==> config.mk <==
export PLATFORM = sky130hd
export DESIGN_NAME = inert_multi_axis_seq
export DESIGN_NICKNAME = d
export VERILOG_FILES = /design/src/rtl/inert_multi_axis_seq.sv
export SDC_FILE = /design/constraint.sdc
export NUM_CORES = 1
export LEC_CHECK = 0
export BUFFER_PORTS_ARGS = -buffer_cell sky130_fd_sc_hd__buf_4
export CORE_ASPECT_RATIO = 1.5
export CORE_UTILIZATION = 31
export DETAILED_ROUTE_END_ITERATION = 10
export HOLD_SLACK_MARGIN = 0.05
export MAX_ROUTING_LAYER = met4
export PLACE_DENSITY = 0.54
export SETUP_SLACK_MARGIN = 0.5
export SKIP_CTS_REPAIR_TIMING = 1
export SYNTH_ARGS = -nofsm -noshare
export SYNTH_HDL_FRONTEND = slang
export SYNTH_SLANG_ARGS = --single-unit
==> constraint.sdc <==
create_clock -name clk -period 2.7 [get_ports clk]
set_input_delay 0 -clock clk [delete_from_list [all_inputs] [get_ports clk]]
set_output_delay 0 -clock clk [all_outputs]
set_load 0.1 [all_outputs]
==> src/rtl/inert_multi_axis_seq.sv <==
// inert_multi_axis_seq: multi-axis inertial sensor sequencer driving an
// external SPI master. Power-up delay, 3-write configuration, then an
// INT-triggered burst read of up to NUM_AXES 16-bit axes, published
// atomically with a 1-cycle vld pulse.
// Optional build macro: INERT_OVR_CNT_EN enables the saturating ovr_cnt counter.
module inert_multi_axis_seq #(
  parameter int unsigned NUM_AXES  = 3,
  parameter logic [6:0]  BASE_ADDR = 7'h22,
  parameter int unsigned PWR_DLY   = 65535,
  parameter bit          FAST_SIM  = 1'b1
) (
  input  logic                    clk,
  input  logic                    rst,
  input  logic                    INT,
  input  logic [2:0]              act_axes,
  input  logic                    clr_ovr,
  input  logic                    done,
  input  logic [15:0]             resp,
  output logic                    snd,
  output logic [15:0]             cmd,
  output logic [16*NUM_AXES-1:0]  rates,
  output logic                    vld,
  output logic                    ovr,
  output logic                    busy,
  output logic [7:0]              ovr_cnt
);

  localparam logic [15:0] DLY_EFF = FAST_SIM ? 16'd511 : 16'(PWR_DLY);
  localparam int unsigned NB      = 2 * NUM_AXES;
  localparam logic [2:0]  NAX     = 3'(NUM_AXES);

  typedef enum logic [2:0] {
    PWR_WAIT,
    CFG,
    WAIT_INT,
    RD,
    PUB
  } state_t;

  state_t      state, state_nxt;
  logic [15:0] tmr;
  logic [1:0]  cfg_idx, cfg_idx_nxt;
  logic [3:0]  k, k_nxt, k_inc, nbytes;
  logic [2:0]  n_lat, n_nxt, act_clamp;
  logic        int_s1, int_s2, int_d;
  logic        ovr_evt;
  logic        pub_load;
  logic [7:0]  shadow [NB];
  logic [7:0]  byte_m [NB];
  logic        resp_hi_unused;

  // Only the low response byte carries register data.
  assign resp_hi_unused = ^resp[15:8];

  function automatic logic [15:0] rd_cmd(input logic [3:0] j);
    rd_cmd = {1'b1, BASE_ADDR + {3'b000, j}, 8'h00};
  endfunction

  assign act_clamp = (act_axes == 3'd0 || act_axes > NAX) ? NAX : act_axes;
  assign nbytes    = {n_lat, 1'b0};
  assign k_inc     = k + 4'd1;
  assign busy      = (state != WAIT_INT);
  assign ovr_evt   = int_s2 & ~int_d & ((state == RD) || (state == PUB));

  // Next-state, request and command generation.
  always_comb begin
    state_nxt   = state;
    cfg_idx_nxt = cfg_idx;
    k_nxt       = k;
    n_nxt       = n_lat;
    snd         = 1'b0;
    cmd         = '0;
    pub_load    = 1'b0;
    case (state)
      PWR_WAIT: begin
        if (tmr == DLY_EFF) begin
          snd         = 1'b1;
          cmd         = 16'h0D02;
          cfg_idx_nxt = 2'd0;
          state_nxt   = CFG;
        end
      end
      CFG: begin
        if (done) begin
          if (cfg_idx == 2'd2) begin
            state_nxt = WAIT_INT;
          end else begin
            cfg_idx_nxt = cfg_idx + 2'd1;
            snd         = 1'b1;
            cmd         = (cfg_idx == 2'd0) ? 16'h1160 : 16'h1440;
          end
        end
      end
      WAIT_INT: begin
        if (int_s2) begin
          n_nxt     = act_clamp;
          k_nxt     = 4'd0;
          snd       = 1'b1;
          cmd       = rd_cmd(4'd0);
          state_nxt = RD;
        end
      end
      RD: begin
        if (done) begin
          k_nxt = k_inc;
          if (k_inc < nbytes) begin
            snd = 1'b1;
            cmd = rd_cmd(k_inc);
          end else begin
            pub_load  = 1'b1;
            state_nxt = PUB;
          end
        end
      end
      PUB: state_nxt = WAIT_INT;
      default: state_nxt = PWR_WAIT;
    endcase
  end

  // State register, power-up timer and sequencing counters.
  always_ff @(posedge clk) begin
    if (rst) begin
      state   <= PWR_WAIT;
      tmr     <= '0;
      cfg_idx <= '0;
      k       <= '0;
      n_lat   <= NAX;
    end else begin
      state   <= state_nxt;
      cfg_idx <= cfg_idx_nxt;
      k       <= k_nxt;
      n_lat   <= n_nxt;
      if (state == PWR_WAIT && state_nxt == PWR_WAIT)
        tmr <= tmr + 16'd1;
    end
  end

  // INT double-flop synchroniser plus edge-detect history.
  always_ff @(posedge clk) begin
    if (rst) begin
      int_s1 <= 1'b0;
      int_s2 <= 1'b0;
      int_d  <= 1'b0;
    end else begin
      int_s1 <= INT;
      int_s2 <= int_s1;
      int_d  <= int_s2;
    end
  end

  // Shadow bytes with the in-flight response merged in for the final byte.
  always_comb begin
    for (int unsigned i = 0; i < NB; i++)
      byte_m[i] = (k == 4'(i)) ? resp[7:0] : shadow[i];
  end

  // Capture read bytes; publish on the last done so rates and vld appear
  // together in the PUB cycle (one cycle after the last done).
  always_ff @(posedge clk) begin
    if (rst) begin
      for (int unsigned i = 0; i < NB; i++)
        shadow[i] <= '0;
      rates <= '0;
      vld   <= 1'b0;
    end else begin
      vld <= pub_load;
      if (state == RD && done) begin
        for (int unsigned i = 0; i < NB; i++)
          if (k == 4'(i)) shadow[i] <= resp[7:0];
      end
      if (pub_load) begin
        for (int unsigned i = 0; i < NUM_AXES; i++)
          if (3'(i) < n_lat)
            rates[16*i +: 16] <= {byte_m[2*i+1], byte_m[2*i]};
      end
    end
  end

  // Sticky overrun flag; a new overrun beats a simultaneous clear.
  always_ff @(posedge clk) begin
    if (rst)            ovr <= 1'b0;
    else if (ovr_evt)   ovr <= 1'b1;
    else if (clr_ovr)   ovr <= 1'b0;
  end

`ifdef INERT_OVR_CNT_EN
  // Saturating dropped-sample counter; set beats clear (restarts at 1).
  always_ff @(posedge clk) begin
    if (rst)
      ovr_cnt <= '0;
    else if (ovr_evt)
      ovr_cnt <= clr_ovr ? 8'd1 : ((ovr_cnt == 8'hFF) ? ovr_cnt : ovr_cnt + 8'd1);
    else if (clr_ovr)
      ovr_cnt <= '0;
  end
`else
  assign ovr_cnt = '0;
`endif

endmodule

==> run summary <==
The worst setup margin came out at approximately 0.35 ns. Of the cells placed in the final design, the portion with a size suffix greater than 1 is roughly a quarter. The analysis attributes to net switching a power of 1.05 mW.

The endpoint required time on the critical path is 2.70 ns. For this run, design rule violations remaining after detail routing come to 0. Of all nets on the critical path, the largest fanout is 8. The clock network fraction of design power is between 40% and 50%. The repair_antennas step left the layout with diodes totalling 0. The die is 114 microns wide. The cell area that synthesis handed to floorplanning was 0.00586 sq mm. STA classifies the critical path endpoint as an output port.

The first global-routing pass estimated between 20000 and 25000 microns of wire. The sum of met3 wire segment lengths after detailed routing is 423 microns. The number of antenna violations at the first check in global routing is 0. The average wire per standard cell came out at 15.8 microns. The gate count of the mapped netlist is approximately 600. The run finished with clean final reports.

The sequential power share is about 46%. The die boundary height came out at 170 microns. The DRC marker count from the first detailed-route iteration is 212.

The worst-case headroom to the max-slew limit is ~56%. Setup repair after global routing could not meet its margin everywhere. For this run, the top clock speed supported by timing is 425 MHz. The via count came out at 4750. The internal power of the cells totals 3.41 mW. The most used flip-flop cell after synthesis is sky130_fd_sc_hd__dfxtp_1.

The starting utilization of the core area came out at a little under a third. The area of all placed cells without fillers is a little under 0.008 sq mm. The top layer used by detailed routing is met4. The filler cell count came out at 1804. The total half-perimeter wirelength after legalization and detailed placement came out at roughly 11000 microns. The footprint of the flip-flops and latches is 0.00300 sq mm.

The share of the clock period used by the worst path after layout came out at 87.0%. The combinational power share came out at under 10%. The final max-slew violation count is 0. The async set-or-reset flop fraction in the synthesized netlist is 0%. The cell area after placement is slightly below 0.007 sq mm. The register clock-pin slew on the reported worst setup and hold paths came out at 0.06 ns. After synthesis the netlist holds a flip-flop and latch count of roughly 130.

The number of distinct library cell variants in the gate-level netlist after synthesis came out at 60. The largest net degree at the start of global routing is 61. The library cell used as clock root buffer is sky130_fd_sc_hd__clkbuf_16. The global-route congestion overflow total came out at 0. A synthesized cell averages 9.92 sq um. The count of input and output buffers came out at 77. The met1 wire length came out at ~6500 microns. The number of buffers created by CTS came out at 17.

The total number of yosys warnings came out at 0. The floorplan step defined a die boundary enclosing 0.0195 sq mm. Counting both buffers and inverters, the worst setup path holds a total of 1. The number of flops mapped to enable cells by yosys is 40.

Once detail routing completed, the nets flagged for antenna violations numbered 0. The multi-input combinational cells in the finished layout cover a total of 0.00275 sq mm. The clock period minus final worst setup slack came out at around 2.4 ns. The via count of the first global-routing pass came out at around 4600. The slew of the pin with the lowest slew margin is 0.656 ns. From synthesis to final layout, the design area changed by 33.2%. Between clock sinks in the finished design, the worst skew comes to 0.0188 ns.

Data arrives at the worst endpoint at 2.35 ns. The TritonCTS clock tree is done. The total count of hold-check failures in the final report came to 0. The TritonCTS sink count came out at 129.

The congestion estimate from routability-driven global placement came to between 0.7 and 0.8. Clock latency on the worst-skew pair, taken at its later pin, is 0.42 ns. The number of H-tree levels is 4.

Among the stages of the critical path, the cell type that occurs most often is sky130_fd_sc_hd__ha_4. The family of cells with the greatest summed delay on the critical path is compound AO/OA/AOI/OAI gates. The total global-route track usage is 16.6%. The detailed-router iteration count before antenna repair is 4. The via density per instance came out at 4.97.

The maximum clock path buffer count is 2. The post-layout net count came out at approximately 720. The routed wire length is about 15000 microns. The number of maximum-capacitance constraint violations is 0.

The analysis attributes to cell leakage a power of 2.96 nW. The path class of the tightest hold or removal check is input pin to register. The routed wire length on met2 came out at 7910 microns. The number of cell rows came out at ~60.

The total area inside the core boundary comes to 0.0185 sq mm. The worst voltage drop across the vdd grid is 0.000457 V. The power density relative to cell area is 572 mW/mm^2. Sequential cells were found to cover 50.9% of the synthesized design area. The type of the worst setup path is register to output port. The count of final setup violators is 0. STA classifies the critical path startpoint as a register.

The pre-CTS setup slack is around 0.29 ns. During I/O placement, the number of pins put on the boundary was 100. The longest individual stage delay on the worst path came out at ~0.37 ns. The largest individual stage delay along the critical path comes from the cell sky130_fd_sc_hd__dfxtp_4. The switching power as a share of total power is a little under a quarter. The critical path goes through ha_4, xor2_4, ha_4, nand2_4, o21ai_4, mux2i_1, a211o_2, buf_6.
## through the flow
step / cells / hold slack (ns) / power, mW / utilization [%] / TNS (ns)
3_3_place_gp: 898 / 0.233 / 2.29 / 36.6 / 0
4_1_cts: 930 / -0.212 / 4.50 / 39.7 / -0.372
3_5_place_dp: 898 / 0.230 / 2.29 / 36.6 / 0
5_1_grt: 955 / 0.0644 / 4.61 / 42.1 / 0
6_report: 955 / 0.0345 / 4.46 / 42.1 / 0
2_1_floorplan: 603 / 0.128 / 2.24 / - / 0
## sequential cells by signal (all words and copies together) (netlist names)
| register | count |
|---|---|
| ovr | 1 |
| n_lat | 3 |
| cfg_idx | 2 |
| k | 4 |
| shadow | 48 |
| int_s1 | 1 |
| int_d | 1 |
| tmr | 16 |
| int_s2 | 1 |
| vld | 1 |
| state | 3 |
| rates | 48 |
## path summary, 6_finish.rpt
check	cells after the start	from	slack [ns]	to
worst max-delay path	8	k[0]	0.35	snd
worst min-delay path	3	done	0.03	state[0]
worst max register to register	9	k[0]	0.55	rates[18]
worst min register to register	1	int_s1	0.44	int_s2
## synthesized netlist by cell type, types with 3 or more instances
cell type / number / area, sq um
sky130_fd_sc_hd__a211oi_1: 41 / 308
sky130_fd_sc_hd__a21oi_1: 83 / 415
sky130_fd_sc_hd__a311oi_1: 8 / 70.1
sky130_fd_sc_hd__and2_1: 20 / 125
sky130_fd_sc_hd__and3_1: 21 / 131
sky130_fd_sc_hd__and4_1: 4 / 35.0
sky130_fd_sc_hd__buf_1: 3 / 11.3
sky130_fd_sc_hd__buf_2: 19 / 95.1
sky130_fd_sc_hd__buf_4: 16 / 120
sky130_fd_sc_hd__clkbuf_1: 18 / 67.6
sky130_fd_sc_hd__dfxtp_1: 89 / 1780
sky130_fd_sc_hd__edfxtp_1: 40 / 1200
sky130_fd_sc_hd__ha_1: 10 / 125
sky130_fd_sc_hd__inv_1: 20 / 75.1
sky130_fd_sc_hd__mux2i_1: 26 / 260
sky130_fd_sc_hd__nand2_1: 42 / 158
sky130_fd_sc_hd__nand3_1: 16 / 80.1
sky130_fd_sc_hd__nand4_1: 5 / 31.3
sky130_fd_sc_hd__nor2_1: 24 / 90.1
sky130_fd_sc_hd__nor2b_1: 8 / 50.1
sky130_fd_sc_hd__nor3_1: 5 / 25.0
sky130_fd_sc_hd__nor4b_2: 3 / 45.0
sky130_fd_sc_hd__o21ai_0: 8 / 40.0
sky130_fd_sc_hd__o31ai_1: 5 / 37.5
sky130_fd_sc_hd__or3_1: 4 / 25.0
sky130_fd_sc_hd__or4_1: 5 / 37.5
sky130_fd_sc_hd__xor2_1: 3 / 26.3
## metal layers
layer	track usage (%)	up-vias
met2	27.9	104
met3	4.02	14
met5	-	-
li1	-	2335
met1	18.7	2297
met4	7.34	0
## worst min-delay path, cell delays in order
cell                      delay, ns
sky130_fd_sc_hd__buf_4         0.14
sky130_fd_sc_hd__a31oi_1       0.16
sky130_fd_sc_hd__o31a_1        0.12
## power groups by stage
stage          Sequential, mW  Clock, mW  Combinational [mW]
6_report                 2.04       2.20               0.220
5_1_grt                  2.05       2.33               0.235
4_1_cts                  2.04       2.25               0.206
3_5_place_dp             2.09          0               0.205
3_3_place_gp             2.09          0               0.203
2_1_floorplan            2.08          0               0.159
## area by class of cell
class | instances | share of cell area [%]
clock buffer | 22 | 6.50
clock inverter | 10 | 0.962
inverter | 20 | 0.962
timing repair buffer | 125 | 13.9
multi-input combinational | 397 | 35.2
sequential | 129 | 38.4
tap | 252 | 4.04
## cells by family after synthesis
family                     share of synthesized area [%]
and+or+nand+nor                                     17.5
AOI/OAI and AO/OA                                   17.2
DFF                                                 50.9
buffers and inverters                               6.50
muxes                                               4.89
adders and majority gates                           2.14
xor gates and xnor gates                           0.748
other                                             0.0640
## cells in the final DEF, fill, tap and decap left out, drive strengths merged, types with 4 or more instances in the layout
| master | n |
|---|---|
| a211oi | 41 |
| a21oi | 84 |
| a311oi | 8 |
| and2 | 20 |
| and3 | 21 |
| and4 | 4 |
| buf | 111 |
| clkbuf | 22 |
| clkinv | 6 |
| clkinvlp | 4 |
| conb | 14 |
| dfxtp | 89 |
| dlygate4sd3 | 14 |
| edfxtp | 40 |
| ha | 10 |
| inv | 20 |
| mux2i | 26 |
| nand2 | 42 |
| nand3 | 16 |
| nand4 | 5 |
| nor2 | 26 |
| nor2b | 8 |
| nor3 | 5 |
| nor4 | 5 |
| nor4b | 5 |
| o21ai | 9 |
| o31ai | 5 |
| or3 | 5 |
| or4 | 6 |
Power figures use the tool's default switching activity.
